$ cat config.mk
export PLATFORM = sky130hd
export DESIGN_NAME = cgra_mp_obi_bridge
export DESIGN_NICKNAME = d
export VERILOG_FILES = /design/src/rtl/cgra_mp_obi_bridge.sv
export SDC_FILE = /design/constraint.sdc
export NUM_CORES = 1
export LEC_CHECK = 0
export ABC_AREA = 1
export BUFFER_PORTS_ARGS = -buffer_cell sky130_fd_sc_hd__buf_2
export CORE_AREA = 5 5 334 336
export DETAILED_ROUTE_END_ITERATION = 12
export DIE_AREA = 0 0 339 341
export PLACE_DENSITY = 0.3
export SYNTH_ARGS = -nofsm -noshare
export SYNTH_HDL_FRONTEND = slang
export SYNTH_SLANG_ARGS = --single-unit
$ cat constraint.sdc
create_clock -name clk_i -period 3.4 [get_ports clk_i]
set_input_delay 0.17 -clock clk_i [delete_from_list [all_inputs] [get_ports clk_i]]
set_output_delay 0.17 -clock clk_i [all_outputs]
set_load 0.005 [all_outputs]
$ cat src/rtl/cgra_mp_obi_bridge.sv
// cgra_mp_obi_bridge
//   Generic bridge between the CGRA's N_MP TCDM-style master ports and the
//   system OBI masters. Each port is a combinational pass-through, except that
//   issue is gated by a per-port outstanding counter (capped at
//   MAX_OUTSTANDING) and by a quiesce FSM. The FSM owns the logic clock-gate
//   enable and only turns the clock off after every port has drained.
//   CGRA event pulses are collected into sticky, maskable interrupt pending
//   bits.
//
// Ports
//   clk_i, rst_i         clock, asynchronous active-high reset
//   enable_req_i         request the CGRA logic clock on
//   clk_en_o             enable to the logic clock-gating cell
//   quiesced_o           high while the FSM is in OFF
//   tcdm_*_i / tcdm_*_o  CGRA-side master ports, port p at [p*W +: W]
//   obi_*_o / obi_*_i    system-side OBI masters, same packing
//   evt_i                CGRA event pulses
//   evt_mask_i           interrupt enable per event
//   evt_clr_i            clear the pending bit per event
//   evt_pending_o        sticky pending bits
//   int_o                interrupt, registered
//   err_o                sticky per-port error: response with nothing outstanding
module cgra_mp_obi_bridge #(
    parameter int unsigned N_MP            = 4,
    parameter int unsigned ADDR_W          = 32,
    parameter int unsigned DATA_W          = 32,
    parameter int unsigned MAX_OUTSTANDING = 2,
    parameter int unsigned N_EVT           = 4
) (
    input  logic                     clk_i,
    input  logic                     rst_i,
    input  logic                     enable_req_i,
    output logic                     clk_en_o,
    output logic                     quiesced_o,
    input  logic [N_MP-1:0]          tcdm_req_i,
    input  logic [N_MP*ADDR_W-1:0]   tcdm_add_i,
    input  logic [N_MP-1:0]          tcdm_wen_i,
    input  logic [N_MP*4-1:0]        tcdm_be_i,
    input  logic [N_MP*DATA_W-1:0]   tcdm_wdata_i,
    output logic [N_MP-1:0]          tcdm_gnt_o,
    output logic [N_MP*DATA_W-1:0]   tcdm_rdata_o,
    output logic [N_MP-1:0]          tcdm_rvalid_o,
    output logic [N_MP-1:0]          obi_req_o,
    output logic [N_MP*ADDR_W-1:0]   obi_addr_o,
    output logic [N_MP-1:0]          obi_we_o,
    output logic [N_MP*4-1:0]        obi_be_o,
    output logic [N_MP*DATA_W-1:0]   obi_wdata_o,
    input  logic [N_MP-1:0]          obi_gnt_i,
    input  logic [N_MP*DATA_W-1:0]   obi_rdata_i,
    input  logic [N_MP-1:0]          obi_rvalid_i,
    input  logic [N_EVT-1:0]         evt_i,
    input  logic [N_EVT-1:0]         evt_mask_i,
    input  logic [N_EVT-1:0]         evt_clr_i,
    output logic [N_EVT-1:0]         evt_pending_o,
    output logic                     int_o,
    output logic [N_MP-1:0]          err_o
);

    localparam int unsigned CW = $clog2(MAX_OUTSTANDING + 1);

    typedef enum logic [1:0] {ST_OFF, ST_RUN, ST_DRAIN} state_t;

    state_t          state;
    logic [CW-1:0]   cnt [N_MP];
    logic [N_MP-1:0] allow;
    logic [N_MP-1:0] grant;
    logic [N_MP-1:0] cnt_zero;
    logic [N_EVT-1:0] pending_next;

    // Data path: straight pass-through, only the write-enable polarity flips.
    assign obi_addr_o    = tcdm_add_i;
    assign obi_be_o      = tcdm_be_i;
    assign obi_wdata_o   = tcdm_wdata_i;
    assign obi_we_o      = ~tcdm_wen_i;
    assign tcdm_rdata_o  = obi_rdata_i;
    assign tcdm_rvalid_o = obi_rvalid_i;

    // Issue only in RUN and below the outstanding cap. OFF is the reset
    // state, so no request or grant leaks out while reset is held.
    always_comb begin
        allow    = '0;
        cnt_zero = '0;
        for (int unsigned p = 0; p < N_MP; p++) begin
            allow[p]    = (state == ST_RUN) && (cnt[p] < CW'(MAX_OUTSTANDING));
            cnt_zero[p] = (cnt[p] == '0);
        end
    end

    assign obi_req_o  = tcdm_req_i & allow;
    assign grant      = obi_gnt_i & obi_req_o;
    assign tcdm_gnt_o = grant;

    // Outstanding counters. A response with nothing outstanding (and no
    // grant in the same cycle to pair with) is a protocol error.
    always_ff @(posedge clk_i or posedge rst_i) begin
        if (rst_i) begin
            for (int unsigned p = 0; p < N_MP; p++) begin
                cnt[p] <= '0;
            end
            err_o <= '0;
        end else begin
            for (int unsigned p = 0; p < N_MP; p++) begin
                case ({grant[p], obi_rvalid_i[p]})
                    2'b10: cnt[p] <= cnt[p] + CW'(1);
                    2'b01: begin
                        if (cnt_zero[p]) begin
                            err_o[p] <= 1'b1;
                        end else begin
                            cnt[p] <= cnt[p] - CW'(1);
                        end
                    end
                    default: ;
                endcase
            end
        end
    end

    // Quiesce FSM; clk_en_o / quiesced_o are registered alongside the state
    // so they always reflect the state being entered.
    always_ff @(posedge clk_i or posedge rst_i) begin
        if (rst_i) begin
            state      <= ST_OFF;
            clk_en_o   <= 1'b0;
            quiesced_o <= 1'b1;
        end else begin
            case (state)
                ST_OFF: begin
                    if (enable_req_i) begin
                        state      <= ST_RUN;
                        clk_en_o   <= 1'b1;
                        quiesced_o <= 1'b0;
                    end
                end
                ST_RUN: begin
                    if (!enable_req_i) begin
                        state <= ST_DRAIN;
                    end
                end
                ST_DRAIN: begin
                    // Re-enable wins over finishing the drain.
                    if (enable_req_i) begin
                        state <= ST_RUN;
                    end else if (&cnt_zero) begin
                        state      <= ST_OFF;
                        clk_en_o   <= 1'b0;
                        quiesced_o <= 1'b1;
                    end
                end
                default: begin
                    state      <= ST_OFF;
                    clk_en_o   <= 1'b0;
                    quiesced_o <= 1'b1;
                end
            endcase
        end
    end

    // Events: set wins over clear; int_o looks at the post-update pending
    // bits so it rises one cycle after the event.
    assign pending_next = (evt_pending_o & ~evt_clr_i) | evt_i;

    always_ff @(posedge clk_i or posedge rst_i) begin
        if (rst_i) begin
            evt_pending_o <= '0;
            int_o         <= 1'b0;
        end else begin
            evt_pending_o <= pending_next;
            int_o         <= |(pending_next & evt_mask_i);
        end
    end

endmodule

* Yosys cells after proc, flatten, opt, wreduce, memory -nomap -nowiden
Index checks and enable logic that the tools add are counted.
Widths: inputs -> output; s select.
** Operators by class
- Order comparisons :: 4
- Add/subtract/negate cells :: 8
- Reduce and logical (&&, ||, !) cells :: 25
- Bitwise gates (word level) :: 8
- Multiplexer cells :: 21
- Equality and inequality tests :: 19
** Operators by type and width (count)
- $and 4x4->4 :: 4
- $mux 2 :: 8
- $ne 2x2->1 const B :: 8
- $pmux 2 s2 :: 4
- $reduce_and 2->1 :: 8
- $eq 2x1->1 const B :: 5
- $eq 2x2->1 const B :: 5
- $logic_not 2->1 :: 5
- $add 2x1->2 const B :: 4
- $lt 2x2->1 const B :: 4
- $not 4->4 :: 2
- $reduce_and 4->1 :: 2
- $reduce_bool 2->1 :: 4
- $sub 2x1->2 const B :: 4
- $mux 1 :: 6
- $pmux 1 s3 :: 2
- $pmux 2 s3 :: 1
- $logic_and 1x1->1 :: 4
- $or 4x4->4 :: 1
- $reduce_or 4->1 :: 1
- $ne 3x3->1 const B :: 1
- $reduce_and 3->1 :: 1
- $not 1->1 :: 1
** Word-level totals
- Register bits :: 21
- Input port bits :: 431

* Longest topological paths before layout
Gate-level depths: netlist (run 1).
- Word-level depth :: 7
- Mapped depth :: 8

* Least setup slack after synthesis (run 1)
No wires, ideal clock.
- Path kind :: register to register
- From :: register cnt[2] (netlist name)
- To :: register clk_en_o
- Arrival time :: 0.977 ns
- Path buffers :: 0
- Setup slack :: 2.307 ns
- Cell stages (with the launch flop) :: 7
- Period minus slack after synthesis :: 1.093 ns
- Data required time :: 3.284 ns
- Cells stage by stage :: dfrtp_1 nor2_1 nand2_1 o21ai_1 nand3_1 nand2_1 nand2_1
** Between the ends
- Word-level cells in the longest chain between the ends :: 4
** RTL lines
- start, declared :: line 64 : logic [CW-1:0] cnt [N_MP];
- start signal, assigned by index :: line 104 : 2'b10: cnt[p] <= cnt[p] + CW'(1);
- start signal, assigned by index :: line 109 : cnt[p] <= cnt[p] - CW'(1);
- $logic_not 2->1 :: line 85 : cnt_zero[p] = (cnt[p] == '0);
- $reduce_and 4->1 :: line 143 : end else if (&cnt_zero) begin
- $ne 2x2->1 (no line)
- $reduce_and 4->1 (no line)
- end signal, assigned :: line 123 : clk_en_o <= 1'b0;
- end signal, assigned :: line 145 : clk_en_o <= 1'b0;
- end signal, assigned :: line 151 : clk_en_o <= 1'b0;
- end, declared :: line 33 : output logic clk_en_o,
Every way passes these cells.
A chain may end at the register's enable or synchronous reset.

* Final worst setup path (run 1)
- From :: register state[1]
- To :: output port obi_req_o[1]
** Between the ends
- Word-level cells in the longest chain between the ends :: 3
** RTL lines
- start, declared :: line 63 : state_t state;
- start signal, assigned :: line 122 : state <= ST_OFF;
- start signal, assigned :: line 129 : state <= ST_RUN;
- start signal, assigned :: line 136 : state <= ST_DRAIN;
- $eq 2x1->1 :: line 84 : allow[p] = (state == ST_RUN) && (cnt[p] < CW'(MAX_OUTSTANDING));
- $logic_and 1x1->1 :: line 84
- $and 4x4->4 :: line 89 : assign obi_req_o = tcdm_req_i & allow;
- end, declared :: line 43 : output logic [N_MP-1:0] obi_req_o,
Every way passes these cells.

==> results of run 1 <==
## area by class of cell
class	instances	area (um^2)	share of cell area [%]
Antenna cell	3	7.51	0.232
Clock buffer	4	78.8	2.44
Inverter	32	120	3.72
Multi-Input combinational cell	84	435	13.5
Sequential cell	21	527	16.3
Tap cell	1414	1770	54.8
Timing Repair Buffer	58	293	9.06
## worst max-delay path by stage
stage / startpoint / end / slack (ns)
global placement: cnt[0] / clk_en_o / 1.72
global route: state[1] / obi_req_o[1] / 1.38
detailed placement: state[1] / obi_req_o[1] / 1.77
CTS: state[1] / obi_req_o[1] / 1.43
finish: state[1] / obi_req_o[1] / 1.55
floorplan: cnt[2] / clk_en_o / 2.31
## report_power, final
group / total [W] / switching (W) / internal (W)
clock: 0.000288 / 0.000126 / 0.000161
combinational: 0.000273 / 0.000180 / 0.0000926
sequential: 0.000337 / 0.0000411 / 0.000296
## layer usage
layer  vias up  global-route usage [%]
li1        557                       -
met1       660                    3.30
met2       497                    11.0
met3       163                    12.5
met4         2                    2.56
met5         -                       0
## sequential cells by signal (all words and copies together), names as in the netlist
name / count
clk_en_o: 1
int_o: 1
evt_pending_o: 4
state: 2
err_o: 4
quiesced_o: 1
cnt: 8
## per-stage QoR
step	instances	util (%)	area (um^2)
finish	1616	2.98	3230
global placement	1609	2.90	3140
floorplan	541	-	4120
detailed placement	1609	2.90	3140
global route	1613	2.98	3220
CTS	1613	2.98	3220
## synth_stat cells
master | number | share of area [%]
sky130_fd_sc_hd__inv_2 | 7 | 0.64
sky130_fd_sc_hd__nand4_1 | 2 | 0.30
sky130_fd_sc_hd__dfstp_2 | 1 | 0.64
sky130_fd_sc_hd__o21ai_1 | 7 | 0.85
sky130_fd_sc_hd__nor2_8 | 1 | 0.49
sky130_fd_sc_hd__o21bai_1 | 5 | 0.91
sky130_fd_sc_hd__buf_4 | 404 | 74
sky130_fd_sc_hd__nor2_1 | 11 | 1.0
sky130_fd_sc_hd__o21ai_0 | 1 | 0.12
sky130_fd_sc_hd__a31o_1 | 3 | 0.64
sky130_fd_sc_hd__a21oi_1 | 2 | 0.24
sky130_fd_sc_hd__dfrtp_1 | 20 | 12
sky130_fd_sc_hd__nand3_1 | 9 | 1.1
sky130_fd_sc_hd__nor3_1 | 4 | 0.49
sky130_fd_sc_hd__inv_1 | 25 | 2.3
sky130_fd_sc_hd__nand2_1 | 32 | 2.9
sky130_fd_sc_hd__nand3b_1 | 3 | 0.55
sky130_fd_sc_hd__nand3_2 | 4 | 0.97
## cells by family (layout without fill, tap and decap cells)
family	count (synthesis)	after routing
simple gates	66	66
compound gates	18	18
buf+inv	436	94
flops	21	21
other cells	0	3
==> tab_implementation.tex, run 1 <==
\begin{tabular}{lr}
\hline
Metric & Value \\
\hline
\multicolumn{2}{l}{\textbf{STA}} \\
Slew at the pin closest to its max-slew limit & 1.10 ns \\
Final number of max-transition violations & 0 \\
Final number of setup-violating endpoints & 0 \\
Min Clock Period, post-route & 1.85 ns \\
Minimum setup slack in the final design & 1.55 ns \\
Max Freq & $\sim$0.54 GHz \\
Fin. Hold Viols & 0 \\
Slew Limit Headroom & 26.9\% \\
Clk\_skew & 0.00376 ns \\
Minimum hold slack & 0.0832 ns \\
Setup tns final & 0 ns \\
RSZ-0062 raised after global routing & false \\
Final clock period utilization by the worst path & 54.3\% \\
\multicolumn{2}{l}{\textbf{Clock network}} \\
Post-CTS Setup Inserts & 0 \\
CTS Root Buffer Type & sky130\_fd\_sc\_hd\_\_clkbuf\_16 \\
Quantity of hold-fixing buffers added after cts & 0 \\
Number of buffers inserted during clock tree synthesis & 3 \\
Number of gates resized after CTS & 0 \\
Number of clock sinks seen by CTS & 21 \\
Clock tree from TritonCTS & done \\
Clock-pin slew of the registers on the worst-case setup and hold paths & 0.07 ns \\
Bufs on Longest Clock Path & 2 \\
Clock network latency to the later pin of the worst-skew pair & approximately 0.28 ns \\
H-Tree Level Count & 1 \\
\multicolumn{2}{l}{\textbf{Global route}} \\
Overflow left after global routing & 0 \\
Number of antenna violations at the first check in global routing & 8 \\
Global-route wire length before repair & 47.8 mm \\
Via count of the first global-routing pass & 2017 \\
Maximum number of pins on one net before global-route repair & 17 \\
Total Routing Usage GR & 7.17\% \\
\multicolumn{2}{l}{\textbf{Route}} \\
Detailed-route DRC error count & 0 \\
Antenna-violating nets left & 0 \\
Via density per instance & 1.16 \\
Routed length on met2 & 19.0 mm \\
Post-DR wirelength/cell & 27.1 um \\
Met1 WL & $\sim$7.0 mm \\
Uppermost signal routing layer after detailed routing & met5 \\
Via total after detailed routing & 1879 \\
Initial detailed-routing violation count & 33 \\
Total wire length after detailed routing & roughly 44 mm \\
Met3 WL & 15.9 mm \\
Number of iterations in the first detailed-routing pass & 4 \\
\multicolumn{2}{l}{\textbf{Finish}} \\
Layout fillers & 12878 \\
Most frequent cells in the layout & sky130\_fd\_sc\_hd\_\_buf\_2, sky130\_fd\_sc\_hd\_\_nand2\_1, sky130\_fd\_sc\_hd\_\_inv\_1 \\
Final net count & 631 \\
Commonest non-fill, non-tap cell in the layout & sky130\_fd\_sc\_hd\_\_buf\_2 \\
Ratio of cells with drive above 1 in the final layout & between 30\% and 40\% \\
Layout overhead on the synthesized area & -21.5\% \\
\multicolumn{2}{l}{\textbf{Yosys}} \\
Count of state elements after synthesis & 21 \\
Distinct cells, synth & 18 \\
Post-synthesis instance area & 0.00412 mm\^{}2 \\
Count of synthesis-stage warnings from yosys & 0 \\
Proportion of synthesized chip area in sequential cells & 12.8\% \\
Synth Area per Inst & 7.61 um\^{}2 \\
Share of the synthesized area in compound gates (AO/OA/AOI/OAI) & 2.77\% \\
Post-synthesis instance total & 541 \\
Syn\_nets & 972 \\
Fraction of the mapped netlist area in simple logic gates & 7.81\% \\
Xor and xnor fraction of the mapped netlist area & 0\% \\
Multiplexer share of the synthesized area & 0\% \\
Dominant combinational cell family by area after synthesis & buffers and inverters \\
Post-synthesis adder-cell area fraction & 0\% \\
\multicolumn{2}{l}{\textbf{Flow run}} \\
Max-cap violations & 0 \\
\multicolumn{2}{l}{\textbf{Critical path}} \\
Critical setup path kind & reg -> out \\
Signal arrival time at the worst endpoint & 1.68 ns \\
R2r startpoint & cnt[0] \\
Critical path, cell by cell & nor2\_8 -> inv\_2 -> nor3\_1 -> buf\_2 \\
Endpoint type of the worst setup path & output port \\
Slowest cell delay on critical path & between 0.4 and 0.5 ns \\
Data required time of the worst path & 3.23 ns \\
Maximum fanout count along the critical path & 10 \\
Number of buffers and inverters on the critical path & 2 \\
Kind of cell with the highest combined delay on the critical path & simple AND/OR/NAND/NOR gates \\
WP depth & 4 \\
CP max-delay cell & sky130\_fd\_sc\_hd\_\_dfrtp\_1 \\
R2r worst-path depth & 6 \\
Capture instance of the worst register-to-register path & clk\_en\_o \\
Worst reg2reg setup slack & 1.89 ns \\
Critical Path Start Type & register \\
\multicolumn{2}{l}{\textbf{Hold path}} \\
Worst hold endpoint & state[1] \\
Hold path depth & 2 \\
Path class of the lowest-slack min-delay path & in -> reg \\
Hold Crit Start & enable\_req\_i \\
\multicolumn{2}{l}{\textbf{Floorplan}} \\
Starting density of the core & 3.80\% \\
Die outline height & 341 um \\
Top Ports & 858 \\
Width of the die & about 340 um \\
Std-Cell Core Area & $\sim$0.11 mm\^{}2 \\
DIE AREA & 0.116 mm\^{}2 \\
Placement row count & 121 \\
\multicolumn{2}{l}{\textbf{Placement}} \\
Buffers added on ports & 57 \\
Setup WS pre-CTS & 1.77 ns \\
HPWL reported at the end of detailed placement & between 40 and 50 mm \\
GP Congestion & $\sim$0.6 \\
\multicolumn{2}{l}{\textbf{Pwr}} \\
Max VDD drop & 0.173 mV \\
Static leakage power & 0.891 nW \\
Power density relative to cell area & 278 mW/mm\^{}2 \\
Total Power & 0.000898 W \\
\multicolumn{2}{l}{\textbf{Run status}} \\
Result of the run & finished clean \\
\hline
\end{tabular}
Power figures use the tool's default switching activity.
==> run 2: changes to the inputs <==
--- a/config.mk
+++ b/config.mk
@@ -5,7 +5,7 @@
 export SDC_FILE = /design/constraint.sdc
 export NUM_CORES = 1
 export LEC_CHECK = 0
-export ABC_AREA = 1
+export ABC_AREA = 0
 export BUFFER_PORTS_ARGS = -buffer_cell sky130_fd_sc_hd__buf_2
 export CORE_AREA = 5 5 334 336
 export DETAILED_ROUTE_END_ITERATION = 12
==> constraint.sdc (replaced) <==
create_clock -name clk_i -period 1.61 [get_ports clk_i]
set_input_delay 0.0805 -clock clk_i [delete_from_list [all_inputs] [get_ports clk_i]]
set_output_delay 0.0805 -clock clk_i [all_outputs]
set_load 0.005 [all_outputs]
==> run 2 against run 1 <==
Routed wire length decreased by 56%; final cell count grew 0.12%; clock skew grew 0.035 ns; synthesized area rose by 2.0%; sequential share of layout area down 1.1 points; non-clock buffer count increased by 19; setup slack worse by 1.5 ns; count of clock-buffer cells in the layout decreased by 1; worst hold slack lost 0.049 ns; synthesized cell count fell by 2.2%; highest routed layer is now met4; largest power group is now the clock network.
==> tab_implementation.tex, run 2 <==
\begin{tabular}{lr}
\hline
Metric & Value \\
\hline
\multicolumn{2}{l}{\textbf{Yosys}} \\
Post-synthesis instance total & 529 (-2.2\%) \\
Top\_reg\_cell synth & sky130\_fd\_sc\_hd\_\_dfrtp\_1 \\
Leading post-synthesis cells by instance count & sky130\_fd\_sc\_hd\_\_buf\_4, sky130\_fd\_sc\_hd\_\_dfrtp\_1, sky130\_fd\_sc\_hd\_\_inv\_1 \\
Post-synthesis instance area & 0.00420 mm\^{}2 (+2.0\%) \\
Distinct cells, synth & 27 (+9) \\
Count of state elements after synthesis & 21 (unchanged) \\
Synth area leader & sky130\_fd\_sc\_hd\_\_buf\_4 \\
Leading cell type by number of instances after synthesis & sky130\_fd\_sc\_hd\_\_buf\_4 \\
Syn\_nets & 960 (-1.2\%) \\
Top cell type's share of synthesized area & 72.6\% (-1.1 points) \\
Count of synthesis-stage warnings from yosys & 0 (unchanged) \\
Share of synthesized flip-flops with an asynchronous set or reset & 100\% (unchanged) \\
Leading cell types by total area after synthesis & sky130\_fd\_sc\_hd\_\_buf\_4, sky130\_fd\_sc\_hd\_\_dfrtp\_1, sky130\_fd\_sc\_hd\_\_inv\_1 \\
Proportion of synthesized chip area in sequential cells & 12.6\% (-0.25 points) \\
Synth Area per Inst & 7.93 um\^{}2 (+4.3\%) \\
Number of enable flip-flop cells after synthesis & 0 (unchanged) \\
\multicolumn{2}{l}{\textbf{Route}} \\
Antenna-violating nets left & 0 (unchanged) \\
Via density per instance & 1.17 (+0.41\%) \\
Via total after detailed routing & 1889 (+0.53\%) \\
Post-DR wirelength/cell & 12.0 um (-56\%) \\
Number of iterations in the first detailed-routing pass & 4 (unchanged) \\
Initial detailed-routing violation count & 85 (+160\%) \\
Detailed-route DRC error count & 0 (unchanged) \\
Total wire length after detailed routing & 19.5 mm (-56\%) \\
\multicolumn{2}{l}{\textbf{Critical path}} \\
Worst reg2reg setup slack & 0.06 ns (-1.83 ns) \\
R2r startpoint & state[1] \\
Critical setup path kind & reg -> out \\
Capture instance of the worst register-to-register path & cnt[6] \\
Slowest cell delay on critical path & 0.52 ns (+0.06 ns) \\
Endpoint type of the worst setup path & output port \\
R2r worst-path depth & 4 (-2) \\
CP max-delay cell & sky130\_fd\_sc\_hd\_\_and4bb\_4 \\
Critical path, cell by cell & and4bb\_4 -> nand2\_4 -> inv\_2 -> buf\_6 \\
Signal arrival time at the worst endpoint & 1.50 ns (-0.18 ns) \\
Data required time of the worst path & 1.53 ns (-1.70 ns) \\
Critical Path Start Type & register \\
Maximum fanout count along the critical path & 6 (-4) \\
\multicolumn{2}{l}{\textbf{STA}} \\
Max Freq & 0.631 GHz \\
Min Clock Period, post-route & 1.58 ns \\
Final clock period utilization by the worst path & 98.4\% \\
Clk\_skew & 0.0390 ns (+0.0353 ns) \\
Final number of max-transition violations & 0 (unchanged) \\
Slew Limit Headroom & 67.6\% (+41 points) \\
RSZ-0062 raised after global routing & true \\
Final number of setup-violating endpoints & 0 (unchanged) \\
Fin. Hold Viols & 0 (unchanged) \\
Minimum hold slack & 0.0345 ns (-0.0487 ns) \\
Slew at the pin closest to its max-slew limit & 0.486 ns (-0.610 ns) \\
Setup tns final & 0 ns (unchanged) \\
\multicolumn{2}{l}{\textbf{Clock network}} \\
Number of clock sinks seen by CTS & 21 (unchanged) \\
Bufs on Longest Clock Path & 2 (unchanged) \\
Clock-pin slew of the registers on the worst-case setup and hold paths & 0.13 ns (+0.06 ns) \\
CTS Root Buffer Type & sky130\_fd\_sc\_hd\_\_clkbuf\_16 \\
Clock tree from TritonCTS & done \\
Clock network latency to the later pin of the worst-skew pair & 0.33 ns (+0.05 ns) \\
Number of buffers inserted during clock tree synthesis & 3 (unchanged) \\
H-Tree Level Count & 1 (unchanged) \\
\multicolumn{2}{l}{\textbf{Placement}} \\
GP Congestion & 0.583 (-5.7\%) \\
Dpl cells & 1600 (-0.56\%) \\
Placed inst area & 0.00324 mm\^{}2 (+3.1\%) \\
HPWL reported at the end of detailed placement & 16.6 mm (-60\%) \\
Buffers added on ports & 57 (unchanged) \\
\multicolumn{2}{l}{\textbf{Hold path}} \\
Hold path depth & 3 (+1) \\
Worst hold endpoint & int\_o \\
Path class of the lowest-slack min-delay path & in -> reg \\
Hold Crit Start & evt\_mask\_i[0] \\
\multicolumn{2}{l}{\textbf{Finish}} \\
Final Instance Area & 0.00347 mm\^{}2 (+7.5\%) \\
Layout fillers & 12856 (-0.17\%) \\
Ratio of cells with drive above 1 in the final layout & 45.5\% (+8.4 points) \\
Largest Register & cnt \\
Most frequent cells in the layout & sky130\_fd\_sc\_hd\_\_buf\_2, sky130\_fd\_sc\_hd\_\_dfrtp\_1, sky130\_fd\_sc\_hd\_\_inv\_1 \\
Commonest non-fill, non-tap cell in the layout & sky130\_fd\_sc\_hd\_\_buf\_2 \\
Largest register FFs & 8 (unchanged) \\
Layout overhead on the synthesized area & -17.3\% \\
Final net count & 634 (+0.48\%) \\
Number of cells in the finished layout apart from fillers & 1618 (+0.12\%) \\
Biggest registers after layout & cnt (8), err\_o (4), evt\_pending\_o (4) \\
\multicolumn{2}{l}{\textbf{Global route}} \\
Via count of the first global-routing pass & 2045 (+1.4\%) \\
Overflow left after global routing & 0 (unchanged) \\
Fraction of met2 tracks used by global routing & 4.07\% (-6.9 points) \\
Met3 track demand over resource in global routing & 2.97\% (-9.5 points) \\
Gr busiest metal & met2 \\
Global-route wire length before repair & 22.9 mm (-52\%) \\
Met1 Usage GRT & 3.10\% (-0.20 points) \\
Number of antenna violations at the first check in global routing & 6 (-2) \\
Maximum number of pins on one net before global-route repair & 22 (+5) \\
Total Routing Usage GR & 3.18\% (-4.0 points) \\
\multicolumn{2}{l}{\textbf{Floorplan}} \\
DIE AREA & 0.116 mm\^{}2 (unchanged) \\
Std-Cell Core Area & 0.108 mm\^{}2 (unchanged) \\
Top Ports & 858 (unchanged) \\
Die outline height & 341 um (unchanged) \\
Placement row count & 121 (unchanged) \\
Starting density of the core & 3.88\% (+0.075 points) \\
Width of the die & 339 um (unchanged) \\
\multicolumn{2}{l}{\textbf{Pwr}} \\
Static leakage power & 0.880 nW (-1.3\%) \\
Max VDD drop & 0.501 mV (+190\%) \\
Total Power & 0.00183 W (+100\%) \\
Power density relative to cell area & 528 mW/mm\^{}2 (+90\%) \\
\multicolumn{2}{l}{\textbf{Flow run}} \\
Max-cap violations & 0 (unchanged) \\
\multicolumn{2}{l}{\textbf{Run status}} \\
Result of the run & finished clean \\
\hline
\end{tabular}
[run 2: cell types whose count changed in the layout (fill, tap and decap cells not counted), moves of 5 or more]
cell / change
sky130_fd_sc_hd__dlygate4sd3_1: +7
sky130_fd_sc_hd__o21bai_1: -5
sky130_fd_sc_hd__inv_2: -5
sky130_fd_sc_hd__buf_4: +13
sky130_fd_sc_hd__nor2_1: -6
sky130_fd_sc_hd__nand2_1: -27
sky130_fd_sc_hd__o21ai_1: -7
sky130_fd_sc_hd__inv_1: -8
sky130_fd_sc_hd__nor3b_1: +8
sky130_fd_sc_hd__nor2b_1: +8
sky130_fd_sc_hd__o21ai_0: +7
[run 2: logic make-up after synthesis]
logic type,synth area share (%)
AOI/OAI and AO/OA,3.55
buffers and inverters,74.9
DFF,12.6
muxes,0.954
and+or+nand+nor,8.08
[run 2: layout make-up]
| class | count | area [um^2] | area share, % |
|---|---|---|---|
| Clock inverter | 1 | 5.00 | 0.144 |
| Antenna cell | 2 | 5.00 | 0.144 |
| Inverter | 19 | 71.3 | 2.05 |
| Clock buffer | 3 | 75.1 | 2.16 |
| Timing Repair Buffer | 77 | 468 | 13.5 |
| Multi-Input combinational cell | 81 | 549 | 15.8 |
| Tap cell | 1414 | 1770 | 51.0 |
| Sequential cell | 21 | 529 | 15.2 |
[run 2: worst max-delay path by stage]
stage,start,to,slack [ns],cells past startpoint
floorplan,state[1],cnt[4],0.38,4
detailed placement,state[1],err_o[0],0.12,3
finish,state[1],tcdm_gnt_o[0],0.03,4
global route,state[1],tcdm_gnt_o[0],-0.003,4
global placement,state[1],err_o[0],0.12,3
CTS,state[1],tcdm_gnt_o[0],-0.03,4
[run 2: metal layers]
metal	share of wire [%]	up-vias
met4	7.4	0
met3	21	151
met5	0	-
met1	33	730
li1	-	593
met2	38	415
[run 2: power by group]
group / internal, W / total, W / switching (W)
logic: 0.000197 / 0.000418 / 0.000221
clock network: 0.000343 / 0.000771 / 0.000428
registers: 0.000579 / 0.000645 / 0.0000656
[run 2: stage by stage]
stage | util (%) | worst slack, ns
6_report | 3.21 | 0.0250
3_5_place_dp | 2.99 | 0.119
2_1_floorplan | - | 0.384
4_1_cts | 3.14 | -0.0331
3_3_place_gp | 2.99 | 0.119
5_1_grt | 3.20 | -0.00334
[run 2: critical path: cells and delay by family, from the launching register on]
| kind | cells | cell delay, ns |
|---|---|---|
| AND/OR/NAND/NOR | 2 | 0.60 |
| buffers and inverters | 2 | 0.14 |
| flip-flops | 1 | 0.47 |
[run 2: what timing repair did]
action                                  in CTS  in global routing
resized for setup                            3                  9
pin swaps                                    0                  4
endpoints found under the hold margin       27                  0
hold buffers                                 7                  0
setup buffers                                0                  5
endpoints found under the setup margin       4                  4
==> run 3: changes to the inputs <==
--- a/config.mk
+++ b/config.mk
@@ -10,7 +10,9 @@
 export CORE_AREA = 5 5 334 336
 export DETAILED_ROUTE_END_ITERATION = 12
 export DIE_AREA = 0 0 339 341
+export HOLD_SLACK_MARGIN = 0.05
 export PLACE_DENSITY = 0.3
+export SLEW_MARGIN = 30
 export SYNTH_ARGS = -nofsm -noshare
 export SYNTH_HDL_FRONTEND = slang
 export SYNTH_SLANG_ARGS = --single-unit
==> run 3 against run 2 <==
Sequential power about the same; die area unchanged; critical path depth unchanged; critical path type unchanged; largest cell class unchanged.
==> tab_implementation.tex, run 3 (same netlist as run 2, synthesis figures left out) <==
\begin{tabular}{lr}
\hline
Metric & Value \\
\hline
\multicolumn{2}{l}{\textbf{Clock network}} \\
H-Tree Level Count & 1 (unchanged) \\
Clock network latency to the later pin of the worst-skew pair & 0.33 ns (about the same) \\
Number of clock sinks seen by CTS & 21 (unchanged) \\
Bufs on Longest Clock Path & 2 (unchanged) \\
CTS Root Buffer Type & sky130\_fd\_sc\_hd\_\_clkbuf\_16 \\
Number of buffers inserted during clock tree synthesis & 3 (unchanged) \\
Clock tree from TritonCTS & done \\
Clock-pin slew of the registers on the worst-case setup and hold paths & 0.13 ns (about the same) \\
\multicolumn{2}{l}{\textbf{Floorplan}} \\
Width of the die & 339 um (unchanged) \\
Placement row count & 121 (unchanged) \\
Std-Cell Core Area & 0.108 mm\^{}2 (unchanged) \\
DIE AREA & 0.116 mm\^{}2 (unchanged) \\
Die outline height & 341 um (unchanged) \\
Starting density of the core & 3.88\% (unchanged) \\
Top Ports & 858 (unchanged) \\
\multicolumn{2}{l}{\textbf{Route}} \\
Post-DR wirelength/cell & 12.0 um (about the same) \\
Total wire length after detailed routing & 19.5 mm (+0.21\%) \\
Number of iterations in the first detailed-routing pass & 4 (unchanged) \\
Antenna-violating nets left & 0 (unchanged) \\
Via density per instance & 1.18 (+0.88\%) \\
Initial detailed-routing violation count & 103 (+21\%) \\
Via total after detailed routing & 1908 (+1.0\%) \\
Detailed-route DRC error count & 0 (unchanged) \\
\multicolumn{2}{l}{\textbf{Critical path}} \\
Data required time of the worst path & 1.53 ns (about the same) \\
Signal arrival time at the worst endpoint & 1.47 ns (-0.03 ns) \\
Slowest cell delay on critical path & 0.48 ns (-0.04 ns) \\
Critical setup path kind & reg -> out \\
Kind of cell with the highest combined delay on the critical path & simple AND/OR/NAND/NOR gates \\
Critical path, cell by cell & and4bb\_4 -> nand2\_4 -> inv\_2 -> buf\_6 \\
Maximum fanout count along the critical path & 6 (unchanged) \\
Critical Path Start Type & register \\
Endpoint type of the worst setup path & output port \\
CP max-delay cell & sky130\_fd\_sc\_hd\_\_and4bb\_4 \\
Number of buffers and inverters on the critical path & 2 (unchanged) \\
\multicolumn{2}{l}{\textbf{Run status}} \\
Result of the run & finished clean \\
\multicolumn{2}{l}{\textbf{Global route}} \\
Global-route wire length before repair & 23.0 mm (+0.24\%) \\
Number of antenna violations at the first check in global routing & 6 (unchanged) \\
Total Routing Usage GR & 3.18\% (+0.0035 points) \\
Overflow left after global routing & 0 (unchanged) \\
Via count of the first global-routing pass & 2061 (+0.78\%) \\
Maximum number of pins on one net before global-route repair & 22 (unchanged) \\
\multicolumn{2}{l}{\textbf{STA}} \\
Clk\_skew & 0.0361 ns (-0.00292 ns) \\
Slew Limit Headroom & 67.5\% (-0.12 points) \\
Min Clock Period, post-route & 1.55 ns (-0.0346 ns) \\
RSZ-0062 raised after global routing & true \\
Final number of setup-violating endpoints & 0 (unchanged) \\
Minimum setup slack in the final design & 0.0597 ns (+0.0346 ns) \\
Slew at the pin closest to its max-slew limit & 0.488 ns (+0.00180 ns) \\
Fin. Hold Viols & 0 (unchanged) \\
Max Freq & 0.645 GHz (+2.2\%) \\
Final number of max-transition violations & 0 (unchanged) \\
Final clock period utilization by the worst path & 96.3\% (-2.2 points) \\
\multicolumn{2}{l}{\textbf{Placement}} \\
GP Congestion & 0.583 (unchanged) \\
Dpl cells & 1600 (unchanged) \\
Setup WS pre-CTS & 0.119 ns (unchanged) \\
Buffers added on ports & 57 (unchanged) \\
HPWL reported at the end of detailed placement & 16.6 mm (unchanged) \\
\multicolumn{2}{l}{\textbf{Pwr}} \\
Power density relative to cell area & 527 mW/mm\^{}2 (-0.23\%) \\
Max VDD drop & 0.499 mV (-0.41\%) \\
Total Power & 0.00184 W (+0.56\%) \\
Static leakage power & 0.892 nW (+1.4\%) \\
\multicolumn{2}{l}{\textbf{Finish}} \\
Largest register FFs & 8 (unchanged) \\
Largest Register & cnt \\
Most frequent cells in the layout & sky130\_fd\_sc\_hd\_\_buf\_2, sky130\_fd\_sc\_hd\_\_dfrtp\_1, sky130\_fd\_sc\_hd\_\_inv\_1 \\
Biggest registers after layout & cnt (8), err\_o (4), evt\_pending\_o (4) \\
Final net count & 637 (+0.47\%) \\
Number of cells in the finished layout apart from fillers & 1620 (+0.12\%) \\
Commonest non-fill, non-tap cell in the layout & sky130\_fd\_sc\_hd\_\_buf\_2 \\
Ratio of cells with drive above 1 in the final layout & 44.9\% (-0.67 points) \\
Layout overhead on the synthesized area & -16.6\% \\
\multicolumn{2}{l}{\textbf{Flow run}} \\
Max-cap violations & 0 (unchanged) \\
\multicolumn{2}{l}{\textbf{Hold path}} \\
Path class of the lowest-slack min-delay path & in -> reg \\
\hline
\end{tabular}
run 3: stage by stage:
| step | area, um^2 | hold slack, ns | TNS (ns) | utilization [%] |
|---|---|---|---|---|
| after floorplan | 4200 | 0.0563 | 0 | - |
| after global placement | 3240 | 0.161 | 0 | 2.99 |
| after detailed placement | 3240 | 0.161 | 0 | 2.99 |
| after CTS | 3430 | 0.0602 | -0.0331 | 3.17 |
| after global routing | 3500 | 0.0869 | -0.00334 | 3.23 |
| final | 3500 | 0.0736 | 0 | 3.23 |
run 3: layout make-up:
cell class                      count  area (um^2)
Antenna cell                        1         2.50
Clock buffer                        3         75.1
Clock inverter                      1         5.00
Fill cell                       12854       105000
Inverter                           19         71.3
Multi-Input combinational cell     81          549
Sequential cell                    21          529
Tap cell                         1414         1770
Timing Repair Buffer               80          498
run 3: power breakdown:
| part | leakage [nW] | switching [W] | internal [W] |
|---|---|---|---|
| clock network | 0.0409 | 0.000433 | 0.000343 |
| registers | 0.241 | 0.0000654 | 0.000579 |
| logic | 0.611 | 0.000222 | 0.000202 |
run 3: worst paths after layout:
kind                                from               end  slack (ns)  depth (start not counted)
setup / recovery                state[1]     tcdm_gnt_o[0]        0.06                          4
hold / removal             evt_mask_i[1]             int_o        0.07                          3
setup reg to reg                state[1]            cnt[6]        0.12                          4
hold reg to reg                 err_o[1]          err_o[1]        0.49                          1
max in group asynchronous          rst_i          state[1]        0.82                          4
min in group asynchronous          rst_i  evt_pending_o[2]        0.33                          4
run 3: timing repair:
item,CTS,global route
resized for setup,3,9
endpoints found under the setup margin,4,4
hold endpoints to repair,31,0
setup buffers,0,5
hold buffers,10,0
pin swaps,0,4
run 3: worst reg2reg max path, stage by stage, from the launching register on:
cell                       delay [ns]
sky130_fd_sc_hd__dfrtp_2         0.47
sky130_fd_sc_hd__and4bb_4        0.49
sky130_fd_sc_hd__buf_4           0.16
sky130_fd_sc_hd__mux2i_1         0.17
sky130_fd_sc_hd__nand3_1         0.09
run 3: metal layers:
metal	global-route usage [%]	share of wire, %
met4	2.47	7.4
met5	0.250	0
met2	4.07	39
met3	2.97	21
met1	3.11	33
